==> src/rtl/spi_master_ctrl.sv <==
// -----------------------------------------------------------------------------
// spi_master_ctrl
//
// Sequencing controller for a serial shift-register stage. Generates SPI mode-0
// SCK and an active-low chip select, registers MISO for the shift register's
// rx input, and drives the shift register's set/en/tick strobes. Reports busy
// and a one-cycle done pulse to the host logic.
//
// Sequence: IDLE -> LOAD -> LEAD -> (HIGH <-> LOW) x WIDTH -> TRAIL -> DONE.
// LEAD, HIGH, LOW and TRAIL each last DIV cycles; LOAD and DONE one cycle.
//
// Optional feature (macro SPI_CTRL_CS_HOLD_EN):
//   Adds the hold input. hold=1 in the last TRAIL cycle keeps ss_n low through
//   DONE into IDLE_HELD; trig there starts a transfer that skips LEAD, and
//   hold=0 there releases ss_n on the next cycle.
//
// Parameters:
//   WIDTH  bits per transfer (2..32), must match the shift-register width
//   DIV    CLKB cycles per SCK half-period (>= 2)
//
// Ports:
//   CLKB        system clock, rising edge
//   RSTN        asynchronous active-low reset
//   trig        start request
//   hold        keep chip select asserted after the transfer (optional)
//   miso        serial data from the slave
//   busy        transfer in progress (LOAD..TRAIL)
//   done        one-cycle pulse at transfer end
//   ss_n        chip select, active low
//   sck         SPI clock, idle low
//   shreg_set   load shift register from its parallel input
//   shreg_en    shift enable
//   shreg_tick  shift strobe, first LOW cycle of each bit
//   shreg_rx    registered MISO bit for the shift register
// All outputs come straight from flops.
// -----------------------------------------------------------------------------
module spi_master_ctrl #(
  parameter int unsigned WIDTH = 8,
  parameter int unsigned DIV   = 4
) (
  input  logic CLKB,
  input  logic RSTN,
  input  logic trig,
`ifdef SPI_CTRL_CS_HOLD_EN
  input  logic hold,
`endif
  input  logic miso,
  output logic busy,
  output logic done,
  output logic ss_n,
  output logic sck,
  output logic shreg_set,
  output logic shreg_en,
  output logic shreg_tick,
  output logic shreg_rx
);

  localparam int unsigned CntW = $clog2(WIDTH + 1);
  localparam int unsigned DivW = $clog2(DIV);
  localparam logic [DivW-1:0] DivLast = DivW'(DIV - 1);
  localparam logic [CntW-1:0] CntLast = CntW'(WIDTH);

  typedef enum logic [2:0] {
    StIdle,
    StLoad,
    StLead,
    StHigh,
    StLow,
    StTrail,
    StDone
`ifdef SPI_CTRL_CS_HOLD_EN
    ,
    StIdleHeld
`endif
  } state_e;

  state_e          state_q, state_d;
  logic [DivW-1:0] div_q, div_d;
  logic [CntW-1:0] cnt_q, cnt_d;
  logic            rx_q, rx_d;
  logic            held_q, held_d;
  logic            busy_q, busy_d;
  logic            done_q, done_d;
  logic            ss_n_q, ss_n_d;
  logic            sck_q, sck_d;
  logic            set_q, set_d;
  logic            en_q, en_d;
  logic            tick_q, tick_d;
  logic            div_last;
  logic            timed;

  always_comb begin
    state_d  = state_q;
    div_d    = div_q;
    cnt_d    = cnt_q;
    rx_d     = rx_q;
`ifdef SPI_CTRL_CS_HOLD_EN
    held_d   = held_q;
`else
    held_d   = 1'b0;
`endif
    div_last = (div_q == DivLast);

    unique case (state_q)
      StIdle: begin
        if (trig) state_d = StLoad;
      end
      StLoad: begin
        div_d = '0;
        cnt_d = '0;
`ifdef SPI_CTRL_CS_HOLD_EN
        // Chip select is already asserted, so no setup phase is needed.
        state_d = held_q ? StHigh : StLead;
`else
        state_d = StLead;
`endif
      end
      StLead: begin
        if (div_last) begin
          div_d   = '0;
          state_d = StHigh;
        end else begin
          div_d = div_q + DivW'(1);
        end
      end
      StHigh: begin
        if (div_last) begin
          div_d   = '0;
          rx_d    = miso;
          // Counting on the falling edge means cnt_q == WIDTH after the last bit.
          cnt_d   = cnt_q + CntW'(1);
          state_d = StLow;
        end else begin
          div_d = div_q + DivW'(1);
        end
      end
      StLow: begin
        if (div_last) begin
          div_d   = '0;
          state_d = (cnt_q == CntLast) ? StTrail : StHigh;
        end else begin
          div_d = div_q + DivW'(1);
        end
      end
      StTrail: begin
        if (div_last) begin
          div_d   = '0;
          state_d = StDone;
`ifdef SPI_CTRL_CS_HOLD_EN
          held_d  = hold;
`endif
        end else begin
          div_d = div_q + DivW'(1);
        end
      end
      StDone: begin
`ifdef SPI_CTRL_CS_HOLD_EN
        if (trig)        state_d = StLoad;
        else if (held_q) state_d = StIdleHeld;
        else             state_d = StIdle;
`else
        state_d = trig ? StLoad : StIdle;
`endif
      end
`ifdef SPI_CTRL_CS_HOLD_EN
      StIdleHeld: begin
        if (trig) begin
          state_d = StLoad;
        end else if (!hold) begin
          state_d = StIdle;
          held_d  = 1'b0;
        end
      end
`endif
      default: state_d = StIdle;
    endcase

    // Outputs are decoded from the next state so they register alongside it.
    timed  = (state_d == StLead) || (state_d == StHigh) ||
             (state_d == StLow)  || (state_d == StTrail);
    busy_d = (state_d == StLoad) || timed;
    done_d = (state_d == StDone);
    ss_n_d = ~(timed || held_d);
    sck_d  = (state_d == StHigh);
    set_d  = (state_d == StLoad);
    en_d   = (state_d == StHigh) || (state_d == StLow);
    tick_d = (state_d == StLow) && (state_q == StHigh);
  end

  always_ff @(posedge CLKB or negedge RSTN) begin
    if (!RSTN) begin
      state_q <= StIdle;
      div_q   <= '0;
      cnt_q   <= '0;
      rx_q    <= 1'b0;
      held_q  <= 1'b0;
      busy_q  <= 1'b0;
      done_q  <= 1'b0;
      ss_n_q  <= 1'b1;
      sck_q   <= 1'b0;
      set_q   <= 1'b0;
      en_q    <= 1'b0;
      tick_q  <= 1'b0;
    end else begin
      state_q <= state_d;
      div_q   <= div_d;
      cnt_q   <= cnt_d;
      rx_q    <= rx_d;
      held_q  <= held_d;
      busy_q  <= busy_d;
      done_q  <= done_d;
      ss_n_q  <= ss_n_d;
      sck_q   <= sck_d;
      set_q   <= set_d;
      en_q    <= en_d;
      tick_q  <= tick_d;
    end
  end

  assign busy       = busy_q;
  assign done       = done_q;
  assign ss_n       = ss_n_q;
  assign sck        = sck_q;
  assign shreg_set  = set_q;
  assign shreg_en   = en_q;
  assign shreg_tick = tick_q;
  assign shreg_rx   = rx_q;

endmodule

==> config.mk <==
export PLATFORM = sky130hd
export DESIGN_NAME = spi_master_ctrl
export DESIGN_NICKNAME = d
export VERILOG_FILES = /design/src/rtl/spi_master_ctrl.sv
export SDC_FILE = /design/constraint.sdc
export NUM_CORES = 1
export LEC_CHECK = 0
export ABC_AREA = 1
export CORE_MARGIN = 2
export CORE_UTILIZATION = 55
export CTS_CLUSTER_SIZE = 24
export DETAILED_ROUTE_END_ITERATION = 7
export GPL_ROUTABILITY_DRIVEN = 0
export MAX_ROUTING_LAYER = met4
export PLACE_DENSITY_LB_ADDON = 0.2
export SYNTH_ARGS = -nofsm -noshare
export SYNTH_HDL_FRONTEND = slang
export SYNTH_SLANG_ARGS = --single-unit
==> constraint.sdc <==
create_clock -name CLKB -period 3.2 [get_ports CLKB]
set_input_delay 0.32 -clock CLKB [delete_from_list [all_inputs] [get_ports CLKB]]
set_output_delay 0.32 -clock CLKB [all_outputs]
set_load 0.1 [all_outputs]
# Word-level counts from Yosys, hierarchy flattened
# Index checks and enable logic that the tools add are counted.
# word_totals
ff_bits	17
input_bits	4
output_inout_bits	8
wordCells	53
# classes
addsub	2
n_eq_ne	15
muxes	12
n_bitwise	1
n_reduce_logical	12
# op_table
op	count
3-bit one-hot mux with 7 select lines	1
3-bit == test (second input constant)	6
3-bit 2-to-1 mux	6
3-bit by 2-bit == test with 1-bit output (second input constant)	4
4-bit one-hot mux with 2 select lines	1
3-bit by 1-bit == test with 1-bit output (second input constant)	2
1-bit logical OR	5
4-bit by 1-bit adder with 4-bit output (second input constant)	1
4-bit == test (second input constant)	1
4-bit 2-to-1 mux	1
2-bit one-hot mux with 2 select lines	1
2-bit AND reduction	2
2-bit nonzero test	2
4-bit OR reduction	1
3-bit logical NOT	1
2-bit by 1-bit adder with 2-bit output (second input constant)	1
2-bit == test (second input constant)	1
2-bit 2-to-1 mux	1
2-bit != test (second input constant)	1
1-bit logical AND	1
1-bit 2-to-1 mux	1
1-bit inverter	1

# Logic depth before layout (Yosys ltp)
# Gate-level depths: netlist of run 1.
# logic_depth
depth_word	9
depth_mapped	11
ltp_nobuf	10

# Worst setup path before layout of run 1
# OpenSTA, ideal clock, no wires.
# synth_timing
kind	register to register
start	register div_q[0]
end	register ss_n_q, in the netlist ss_n
setup_ns	0.076
t_arrival_ns	1.361
required_ns	3.124
setup_slack_ns	1.763
stages_incl_launch_ff	9
path_buffers	0
synth_period_minus_slack_ns	1.437
cell_sequence	dfrtp_1 -> ha_1 -> or2_2 -> nand3_1 -> nand2_2 -> nor2_2 -> nand2_2 -> nand2_2 -> nor2_2
# synth_via
elab_chain_len	8
word_cells_on_any_way	14
cone_classes	eq/ne: 5; mux: 5; bitwise: 1; reduce/logical: 3
# synth_rtl
element	line_no	rtl
start, declared	78	logic [DivW-1:0] div_q, div_d;
start signal, assigned	206	div_q <= div_d;
2-bit == test (*)	102	div_last = (div_q == DivLast);
3-bit 2-to-1 mux, on equally long branches	n/a	
3-bit one-hot mux with 7 select lines (*)	104	unique case (state_q)
net state_d[1]	77	state_e state_q, state_d;
3-bit by 2-bit == test with 1-bit output	179	timed = (state_d == StLead) || (state_d == StHigh) ||
1-bit logical OR (2 in series)	179	
1-bit logical OR (*)	180	(state_d == StLow) || (state_d == StTrail);
1-bit inverter (*)	183	ss_n_d = ~(timed || held_d);
net ss_n_d	84	logic ss_n_q, ss_n_d;
end signal, assigned	212	ss_n_q <= ss_n_d;
end, declared	84	
# Mark *: on every way through the listed nets, which the timed path passes. The rest lies on a longest branch.
# A chain may end at the register's enable or synchronous reset.

# Worst setup path in the final report of run 1
# layout_timing
start	register ss_n_q, in the netlist ss_n
end	output ss_n
# layout_rtl
element	line_no	rtl
end, declared	50	output logic ss_n,
# No word-level cell between the ends.

==> results of run 1 <==
cell usage in the layout (no fill, tap or decap), types with 2 or more instances in the layout:
cell type	count
ha_1	4
nor2_2	4
nand2_2	6
nor2_1	13
nand2_1	20
inv_1	9
o21ai_0	4
nand4_1	3
a21oi_1	4
nand3_1	9
nand3_2	2
dfrtp_1	16
nor3_1	2
clkdlybuf4s50_1	11
clkbuf_4	3
inv_2	6
cell families (layout without fill, tap and decap cells):
family / after synthesis / in the layout / share of synthesized area
flip-flops: 17 / 17 / 0.458
AND/OR/NAND/NOR: 62 / 62 / 0.331
AO/OA/AOI/OAI: 9 / 9 / 0.0511
adder cells (fa/ha/maj): 4 / 4 / 0.0538
multiplexers: 1 / 1 / 0.0121
buffers and inverters: 17 / 30 / 0.0847
XOR/XNOR: 1 / 1 / 0.00941
sequential cells by signal, indices dropped and copies added, names as in the netlist:
name	count
busy	1
shreg_tick	1
shreg_en	1
shreg_set	1
sck	1
done	1
div_q	2
state_q	3
shreg_rx	1
cnt_q	4
ss_n	1
cell type report:
type                            instances  area [sq um]  area share
Sequential cell                        17           427       0.399
Inverter                               15          56.3      0.0527
Clock inverter                          1          7.51     0.00703
Timing Repair Buffer                   11           110       0.103
Multi-Input combinational cell         77           425       0.398
Tap cell                               16          20.0      0.0187
Clock buffer                            3          22.5      0.0211
layer usage:
metal / share of wire / global-route usage / vias up
met4: 0.026 / 0.0882 / 0
met5: 0 / - / -
li1: - / - / 380
met1: 0.43 / 0.226 / 347
met2: 0.49 / 0.351 / 26
met3: 0.055 / 0.0440 / 7
Yosys cell counts:
cell and instances:
inv_2 6, a21oi_1 4, o21ai_0 4, nand2_1 20, mux2_2 1, nand4_1 3, nor2_1 13, dfstp_2 1
inv_1 9, nor3_1 2, buf_6 2, nand3_1 9, nand3_2 2, or2_2 1, nand2_2 6, ha_1 4
dfrtp_1 16, nor3_2 1, nor2_2 4, o31ai_1 1, nor2_4 1, xnor2_1 1
final timing paths:
path	to	cells after the start	startpoint	slack, ns
hold / removal	cnt_q[2]	1	RSTN	0.44
min in group CLKB	shreg_rx	1	shreg_rx	0.52
max in group asynchronous	state_q[1]	1	RSTN	2.29
hold reg to reg	shreg_rx	1	shreg_rx	0.52
setup / recovery	ss_n	1	ss_n	0.92
setup reg to reg	ss_n	8	div_q[0]	1.61
power breakdown:
part	leakage [nW]	total [mW]	switching, mW	internal, mW
clock	0.0139	0.124	0.0762	0.0478
combinational	0.290	0.0152	0.0103	0.00494
sequential	0.201	0.216	0.000277	0.215
metrics by stage:
step / hold slack [ns] / power [mW] / setup slack, ns / cells
finish: 0.436 / 0.355 / 0.920 / 140
global route: 0.497 / 0.362 / 0.892 / 140
CTS: 0.460 / 0.357 / 0.913 / 140
detailed placement: 0.496 / 0.235 / 1.27 / 136
global placement: 0.493 / 0.235 / 1.27 / 136
floorplan: 0.0244 / 0.226 / 1.76 / 111
==> impl_results.md, run 1 <==
- Hold Fails Final Rpt: 0
- Filler cell count: 132
- Mapped Nets: 119
- GRT Overall Usage: 0.204
- Avg Synthesized Cell Area: approximately 8.4 sq um
- Synth warn: 0
- Worst-margin pin slew: 0.979 ns
- Final routed DRC violation total: 0
- Resized cells post-CTS: 0
- H-tree levels: 1
- Status: complete, no violations
- Setup_tns: 0 ns
- Critical Path Fanout Max: 1
- Clk buf depth: 2
- Setup Crit Path Kind: register to output pin
- Post-synthesis sequential area ratio: 0.458
- Die width: approximately 45 microns
- Sink Count: 17
- Min-Delay Path Class: input port to async pin
- Die height: roughly 45 microns
- CTS tree: yes
- Die area: roughly 2000 sq um
- Initial core utilization: 0.604
- Synth Cell Area: 931 sq um
- Root Driver: clkbuf_4
- # rows: 14
- CP top delay family: buffers and inverters
- DP HPWL: 1.29 mm
- Area of placed instances: roughly 1000 sq um
- I/O pin count: 12
- Synth unique cells: 22
- Max Cap Violations: 0
- Global-route wire length before repair: 2.88 mm
- Final Cycle Share: 0.712
- CP max stage delay: around 1.1 ns
- Port Buf Inserts: 11
- Synth area leader: dfrtp_1
- Worst path bufs/invs: 1
- CP Cell Sequence: clkdlybuf4s50_1
- Initial antenna violation count: 0
- Fin util: 0.693
- Fmax: between 400 and 500 MHz
- Share of layout cells above drive strength 1: 0.218
- Crit path DAT: between 1.5 and 2 ns
- Type of origin of the critical path: register
- Req. time, crit path: roughly 2.9 ns
- Design Area, Final: about 1100 sq um
- CP max-delay cell: clkdlybuf4s50_1
- P_leak: approximately 0.5 nW
- Peak supply drop: approximately 320 uV
- Vias: between 700 and 800
- Synth Register Bits: 17
- Synth Instances: ~110
- CTS clk-pin slew, worst paths: around 0.11 ns
- Later-pin clock latency in the skew report: ~0.31 ns
- Area Growth Syn to Fin: 14.8%
- Routed wire per std cell: approximately 12 microns
- Routed Antenna Nets: 0
- Drt total wl: 1.68 mm
- Final Setup Violations: 0
- Top cells by area, synth: dfrtp_1, nand2_1, ha_1, nor2_1, nand3_1
- Diode count: 0
- Cts bufs inserted: 3
- Fin. max-slew vios: 0
- Power Density: about 330 nW/um^2
- Core area: 1540 sq um
- Postcts setup bufs: 0
- Hold_buf cts: 0
- DRT Pass-1 Iters: 4
- Crit path time final: ~2.3 ns
- Vias/cell: approximately 5.4
- Largest net degree at the start of global routing: 18
- CP Capture Type: output pin
- Layout net count: 133
- Share of the synthesized area in the top cell type: 0.430
- GRT overflow: 0
- Max-slew headroom: 0.346
- Vias in the first global route: roughly 700
- Post-Route Skew: between 0.01 and 0.015 ns
- RSZ-0062 raised after global routing: false
- Initial DRC count: 30
Note: power is estimated with default switching activity, not from simulation.
==> inputs of run 2 (changes only) <==
CORE_UTILIZATION = 53   (was 55)
clock period = 2.3 ns   (was 3.2 ns; I/O delays follow)
==> run 2 against run 1 <==
Total power increased by 35%. Clock power increased by 27%. Non-clock buffer count stayed put. Sequential cell count did not move. Die area rose by 3.4%. Critical path depth increased by 7. Clock-buffer cell count rose by 1. Hold slack lost 0.069 ns. Final area shrank 2.1%. Sequential power increased by 39%. Sequential share of layout area rose by 0.86 points. Combinational power is 35% higher. Largest power group unchanged. Highest routed layer unchanged.
==> impl_results.md, run 2 (synthesis results as in run 1) <==
- Setup_tns: 0 ns
- Crit path DAT: 1.77 ns
- Die height: roughly 46 microns
- Power Density: about 460 nW/um^2
- Fin util: 0.619
- CTS clk-pin slew, worst paths: around 0.10 ns
- Worst-margin pin slew: about 0.74 ns
- Regs by FF count: cnt_q: 4 flops, state_q: 3 flops, div_q: 2 flops
- Final Cycle Share: 0.667
- Vias in the first global route: ~630
- GRT overflow: 0
- Initial DRC count: 7
- Max Cap Violations: 0
- P_leak: between 0.5 and 0.6 nW
- Sink Count: 17
- Max-slew headroom: 0.506
- Commonest cells after routing, fill and taps aside: nand2_1, dfrtp_1, nor2_1
- Die width: around 46 microns
- Diode count: 0
- Die area: ~2100 sq um
- Most common cell after layout, fill and taps aside: nand2_1
- Vias: about 730
- Largest Register: cnt_q
- Root Driver: clkbuf_4
- CTS tree: yes
- Final Setup Violations: 0
- Clk buf depth: 2
- Routed wire per std cell: ~11 microns
- Initial antenna violation count: 0
- CP Capture Type: register
- H-tree levels: 1
- Peak supply drop: 396 uV
- Share of layout cells above drive strength 1: 0.274
- DP HPWL: between 1 and 1.5 mm
- Postcts setup bufs: 0
- Fmax: roughly 650 MHz
- GRT Overall Usage: 0.177
- Setup Crit Path Kind: register to register
- I/O pin count: 12
- Hold Fails Final Rpt: 0
- Layout net count: 133
- Later-pin clock latency in the skew report: roughly 0.29 ns
- Resized cells post-CTS: 0
- Routed Antenna Nets: 0
- # rows: 15
- Status: complete, no violations
- Core area: 1690 sq um
- Final routed DRC violation total: 0
- DRT Pass-1 Iters: 5
- Req. time, crit path: between 2 and 3 ns
- Largest net degree at the start of global routing: 18
- Area Growth Syn to Fin: 12.4%
- Type of origin of the critical path: register
- Initial core utilization: 0.551
- Fin. max-slew vios: 0
- RSZ-0062 raised after global routing: false
- Post-Route Skew: 0.0120 ns
- Global-route wire length before repair: roughly 2.6 mm
- Port Buf Inserts: 11
- Hold_buf cts: 0
- Drt total wl: roughly 1.6 mm
- Vias/cell: approximately 5.2
- Max reg flops: 4
- Min-Delay Path Class: input port to async pin
- Crit path time final: about 1.5 ns
- Cts bufs inserted: 3
- Critical Path Fanout Max: 5
## run 2: final cells by class
class | instances | area [sq um]
multi-input combinational | 77 | 425
fill | 149 | 643
clock buffer | 4 | 26.3
tap | 17 | 21.3
timing repair buffer | 11 | 90.1
sequential | 17 | 427
inverter | 15 | 56.3
## run 2: metrics by stage
stage	instance area, sq um	hold slack [ns]	setup WS [ns]	instances	total power [mW]
2_1_floorplan	931	-0.0656	0.863	111	0.314
3_3_place_gp	1020	0.494	0.823	137	0.327
3_5_place_dp	1020	0.503	0.776	137	0.327
4_1_cts	1050	0.395	0.764	141	0.488
5_1_grt	1050	0.428	0.658	141	0.502
6_report	1050	0.367	0.767	141	0.478
## run 2: where the power goes
group | total, mW | switching, mW | leakage, nW | internal [mW]
combinational | 0.0205 | 0.0140 | 0.298 | 0.00653
clock | 0.157 | 0.0896 | 0.0150 | 0.0674
sequential | 0.300 | 0.000428 | 0.201 | 0.300
total | 0.478 | 0.104 | 0.514 | 0.374
## run 2: worst paths after layout
check / from / to / slack [ns] / depth (start not counted)
worst min register to register: shreg_rx / shreg_rx / 0.52 / 1
max in group asynchronous: RSTN / div_q[0] / 1.46 / 1
min in group CLKB: trig / shreg_set / 0.52 / 3
worst max-delay path: div_q[0] / ss_n / 0.77 / 8
worst min-delay path: RSTN / done / 0.37 / 1
worst max register to register: div_q[0] / ss_n / 0.77 / 8
## run 2: worst max-delay path: stages, from the launching register on
cell,delay (ns)
dfrtp_1,0.42
ha_1,0.27
or2_2,0.30
nand3_1,0.10
nand2_2,0.09
nor2_2,0.13
nand2_2,0.08
nand2_2,0.07
nor2_2,0.03
## run 2: routing by layer
layer / vias to the layer above / track usage / wire length [microns]
met3: 2 / 0.0238 / 51
met2: 18 / 0.253 / 726
li1: 382 / - / -
met5: - / - / 0
met1: 331 / 0.231 / 793
met4: 0 / 0.120 / 18
==> RTL edit 1 (config.mk and constraints of run 2) <==
Set the parameter `WIDTH` to 16 (it was 8).
--- a/src/rtl/spi_master_ctrl.sv
+++ b/src/rtl/spi_master_ctrl.sv
@@ -35,7 +35,7 @@
 // All outputs come straight from flops.
 // -----------------------------------------------------------------------------
 module spi_master_ctrl #(
-  parameter int unsigned WIDTH = 8,
+  parameter int unsigned WIDTH = 16,
   parameter int unsigned DIV   = 4
 ) (
   input  logic CLKB,
Function: no difference found for any inputs over 10 cycles, from zero or initial values and one cycle with RSTN low; that may be too few to reach the edited logic, so the function may still have changed.
==> RTL edit 1 against run 2 <==
  * Count of clock-buffer cells in the layout is the same
  * Critical path type unchanged
  * Wire length grew 6.5%
  * Setup slack lost 0.089 ns
  * Non-clock buffer count is the same
  * First-iteration DRC count shrank 14%
  * Via count grew 1.4%
  * Sequential cell count grew 1
  * Area after synthesis grew 0.67%
  * Cell area grew 2.0%
  * Worst hold slack gained 0.019 ns
  * Total power grew 3.8%
  * Final cell count grew 4.3%
==> RTL edit 1: results (changes against run 2) <==
** Run status
- Result of the run :: complete, no violations

** Global route
- Wire length of the first global-routing pass :: 2750 microns (+7.6%)
- Pin count of the biggest net entering global routing :: 19 (+1)
- Initial antenna violation count :: 0 (unchanged)
- The total routing usage reported by global routing came to 0.188 (+0.0108).
- Via count of the first global-routing pass :: 663 (+6.1%)

** Layout
- In the final layout, the registers with the most flip-flops are cnt_q: 5 flops, state_q: 3 flops, div_q: 2 flops.
- Layout cell share with drive strength beyond 1 :: 0.177 (-0.0973)
- The number of nets at the end of the flow is 138 (+3.8%).

** Flow run
- Max-cap violation count :: 0 (unchanged)

** Pwr
- Switching share of power :: 0.212 (-0.00559)
- Leakage power figure :: 0.569 nW (+11%)
- Maximum VDD drop :: 0.249 mV (-37%)

** Detailed routing
- Initial DRT Pass Iterations :: 6 (+1)
- The DRC marker count from the first detailed-route iteration is 6 (-1).
- Ratio of routed vias to standard cells :: 5.05 (-2.8%)
- Routed wire length :: 1690 microns (+6.5%)
- The final routed wire length divided by cell count is 11.5 microns (+2.2%).

** Logic synthesis
- The number of distinct library cell variants in the gate-level netlist after synthesis was 21 (-4.5%).
- The portion of the post-synthesis area used by sequential elements is 0.482 (+0.0236).
- Post-synthesis area per instance :: 8.08 sq um (-3.7%)
- Syn nets :: 123 (+3.4%)
- Top cells by instance count after synthesis :: sky130_fd_sc_hd__nand2_1 (26), sky130_fd_sc_hd__dfrtp_1 (17), sky130_fd_sc_hd__nor2_1 (17), sky130_fd_sc_hd__inv_1 (15), sky130_fd_sc_hd__nand3_1 (13)
- Ranked by total cell area, the synthesized netlist is headed by sky130_fd_sc_hd__dfrtp_1 (45%), sky130_fd_sc_hd__nand2_1 (10%), sky130_fd_sc_hd__nand3_1 (6.9%), sky130_fd_sc_hd__nor2_1 (6.8%), sky130_fd_sc_hd__inv_1 (6.0%).

** Place
- DP Wirelength :: 1330 microns (+12%)
- The placement-stage worst setup slack is 0.707 ns (-0.0696 ns).

** Clock tree
- Buffers inserted during post-CTS setup optimization :: 0 (unchanged)

** Timing
- The actual transition at the worst max-transition pin is 0.778 ns (+0.0397 ns).
- Clock tree skew after final layout :: 0.00803 ns (-0.00397 ns)

** Critical path
- CP Max Fanout :: 6 (+1)
- The worst endpoint data arrival time is 1.85 ns (+0.08 ns).
[RTL edit 1: cell types whose count changed after synthesis, sizes merged]
cell,before,now
nand2,26,28
ha,4,3
inv,15,19
dfrtp,16,17
nand3,11,14
nand4,3,1
a21oi,4,3
nor2,18,19
buf,2,1
mux2,1,0
or2,1,0
and3,0,1
[RTL edit 1: final cells by class]
type	count	area (sq um)
fill	147	622
tap	17	21.3
sequential	18	452
clock buffer	4	26.3
multi-input combinational	78	407
inverter	19	71.3
timing repair buffer	11	90.1
[RTL edit 1: per-stage QoR]
stage	area, sq um	hold WS, ns
global placement	1040	0.479
floorplan	937	-0.0656
global route	1070	0.445
detailed placement	1040	0.469
CTS	1070	0.405
finish	1070	0.386
[RTL edit 1: cells by family after synthesis]
kind of cell	Yosys count	share of synthesized area
fa+ha+maj	3	0.0401
compound gates	8	0.0494
simple gates	66	0.335
flops	18	0.482
buf+inv	20	0.0841
xor+xnor	1	0.00935
[RTL edit 1: final timing paths]
| path | slack, ns | from | depth (start not counted) | endpoint |
|---|---|---|---|---|
| max | 0.68 | div_q[0] | 11 | cnt_q[4] |
| min | 0.39 | RSTN | 1 | cnt_q[2] |
| min reg2reg | 0.49 | shreg_rx | 2 | shreg_rx |
| min in group CLKB | 0.49 | shreg_rx | 2 | shreg_rx |
| max reg2reg | 0.68 | div_q[0] | 11 | cnt_q[4] |
| max in group asynchronous | 1.42 | RSTN | 1 | shreg_en |
[RTL edit 1: power by group through the flow]
stage | combinational (mW) | sequential (mW) | clock, mW
finish | 0.0204 | 0.318 | 0.158
detailed placement | 0.0208 | 0.324 | 0
global placement | 0.0210 | 0.324 | 0
floorplan | 0.00115 | 0.331 | 0
global route | 0.0226 | 0.318 | 0.174
CTS | 0.0209 | 0.318 | 0.161
[RTL edit 1: critical path: stages (launching register included)]
cell	delay [ns]
sky130_fd_sc_hd__dfrtp_1	0.40
sky130_fd_sc_hd__ha_1	0.29
sky130_fd_sc_hd__nand3_2	0.15
sky130_fd_sc_hd__nor2_4	0.18
sky130_fd_sc_hd__inv_2	0.08
sky130_fd_sc_hd__nand2_4	0.08
sky130_fd_sc_hd__nand2_4	0.05
sky130_fd_sc_hd__nor2_4	0.09
sky130_fd_sc_hd__nand2_1	0.06
sky130_fd_sc_hd__nand2_1	0.05
sky130_fd_sc_hd__inv_1	0.03
sky130_fd_sc_hd__nor2_1	0.10
[RTL edit 1: routing by layer]
| layer | track usage | share of wire | vias to the layer above |
|---|---|---|---|
| met3 | 0.0392 | 0.048 | 0 |
| met4 | 0.0629 | 0 | 0 |
| li1 | - | - | 389 |
| met1 | 0.257 | 0.47 | 337 |
| met2 | 0.278 | 0.48 | 17 |
| met5 | - | 0 | - |
==> RTL edit 2 (config.mk and constraints of run 2) <==
Without the edit above. One comparison of `cnt_q` changes from == to >=.
--- a/src/rtl/spi_master_ctrl.sv
+++ b/src/rtl/spi_master_ctrl.sv
@@ -137,7 +137,7 @@
       StLow: begin
         if (div_last) begin
           div_d   = '0;
-          state_d = (cnt_q == CntLast) ? StTrail : StHigh;
+          state_d = (cnt_q >= CntLast) ? StTrail : StHigh;
         end else begin
           div_d = div_q + DivW'(1);
         end
Function: no difference found for any inputs over 10 cycles, from zero or initial values and one cycle with RSTN low; that may be too few to reach the edited logic, so the function may still have changed.
==> RTL edit 2 against run 2 <==
  * Cell area decreased by 4.7%
  * Area after synthesis decreased by 5.8%
  * Wire length increased by 6.7%
  * Sequential cell count unchanged
  * Setup slack got worse by 0.053 ns
  * Via count decreased by 0.27%
  * Total power increased by 0.97%
  * Critical path type unchanged
  * Worst hold slack got worse by 0.0023 ns
  * Combinational power decreased by 4%
==> RTL edit 2: results (changes against run 2) <==
** Logic synthesis
- Number of standard cells after synthesis :: 106 (-4.5%)
- Adder-cell area share of the yosys netlist :: 0.0428 (-0.0110)
- The number of distinct library cell variants in the gate-level netlist after synthesis came to 21 (-4.5%).
- The multiplexer fraction of the synthesized cell area came to 0 (-0.0121).
- Parity-gate share of the synthesized area counting xor and xnor cells :: 0 (-0.00941)
- Counting instances in the post-synthesis netlist gives the leading cell types as sky130_fd_sc_hd__nand2_1 (24), sky130_fd_sc_hd__dfrtp_1 (16), sky130_fd_sc_hd__nand3_1 (13), sky130_fd_sc_hd__inv_1 (10), sky130_fd_sc_hd__nor2_1 (10).
- Ranked by total cell area, the synthesized netlist is headed by sky130_fd_sc_hd__dfrtp_1 (46%), sky130_fd_sc_hd__nand2_1 (10%), sky130_fd_sc_hd__nand3_1 (7.4%), sky130_fd_sc_hd__ha_1 (4.3%), sky130_fd_sc_hd__inv_1 (4.3%).
- The proportion of register bits with asynchronous set or reset after synthesis is 1.00 (unchanged).
- The area fraction in compound gates after synthesis came to 0.0371 (-0.0140).
- The portion of the post-synthesis area used by sequential elements was 0.486 (+0.0281).

** Critical path
- The largest fanout on the critical path came to 9 (+4).
- The critical path ends at ss_n.
- The path depth of the worst reg2reg path was 8 (unchanged).
- Data arrival time of the worst path :: 1.83 ns (+0.06 ns)
- Setup slack on the worst flop-to-flop path :: 0.71 ns (-0.05 ns)
- Critical path origin :: div_q[0]

** Timing
- Setup-violating endpoint count in the final report :: 0 (unchanged)
- The worst-case headroom to the max-slew limit is 0.496 (-0.0107).
- Tmin final :: 1.59 ns (+0.0532 ns)
- The worst slack on hold paths was 0.365 ns (-0.00228 ns).
- Clock tree skew after final layout :: 0.00695 ns (-0.00504 ns)

** Pwr
- Maximum VDD drop :: 0.355 mV (-10%)
- Leakage power figure :: 0.525 nW (+2.0%)
- The switching power summed over all nets is 0.109 mW (+4.8%).
- The power consumed by the clock network was 0.162 mW (+3%).
- Power consumed by sequential cells :: 0.300 mW (about the same)
- The internal power contribution was 0.373 mW (about the same).

** Place
- The total placed cells including tap cells is 131 (-4.4%).
- Cell area after placement :: 971 sq um (-4.8%)
- The placed wire-length estimate came to 1260 microns (+6.1%).
- The placement-stage worst setup slack was 0.769 ns (-0.00735 ns).

** Layout
- The fraction of final layout cells with drive strength greater than 1 was 0.235 (-0.0389).
- The number of filler cells placed in the layout was 121 (-19%).
- Final cell count without fillers :: 135 (-4.3%)

** Detailed routing
- Final routed wire length divided by cell count :: 12.6 microns (+11%)
- Ratio of routed vias to standard cells :: 5.41 (+4.2%)
- The DRC marker count from the first detailed-route iteration is 16 (+9).
- Initial DRT Pass Iterations :: 4 (-1)

** Clock tree
- Number of buffers created by CTS :: 3 (unchanged)
- Later-pin clock latency in the skew report :: about 0.3 ns

** Global route
- The total routing usage reported by global routing is 0.231 (+0.0532).
- Via count of the first global-routing pass :: 680 (+8.8%)
- Wire length of the first global-routing pass :: 3130 microns (+22%)

** Run status
- Result of the run :: complete, no violations
-- RTL edit 2: metal layers --
metal	GRT usage	wire length, microns
met1	0.310	797
met2	0.328	758
met3	0.0490	99
met4	0.115	40
met5	-	0
-- RTL edit 2: worst max-delay path, cell delays in order, from the launching register on --
cell	delay (ns)
sky130_fd_sc_hd__dfrtp_1	0.38
sky130_fd_sc_hd__ha_1	0.33
sky130_fd_sc_hd__inv_1	0.16
sky130_fd_sc_hd__nand2_1	0.14
sky130_fd_sc_hd__nand3_1	0.10
sky130_fd_sc_hd__nor2_2	0.18
sky130_fd_sc_hd__nand3_2	0.10
sky130_fd_sc_hd__nand2_1	0.08
sky130_fd_sc_hd__nor2_2	0.03
-- RTL edit 2: layout make-up --
class | count | area, sq um | share of cell area
multi-input cells | 71 | 374 | 0.375
clock buffers | 4 | 26.3 | 0.0263
repair buffers | 11 | 90.1 | 0.0903
inverters | 16 | 60.1 | 0.0602
flip-flops and latches | 17 | 427 | 0.428
well taps | 16 | 20.0 | 0.0201
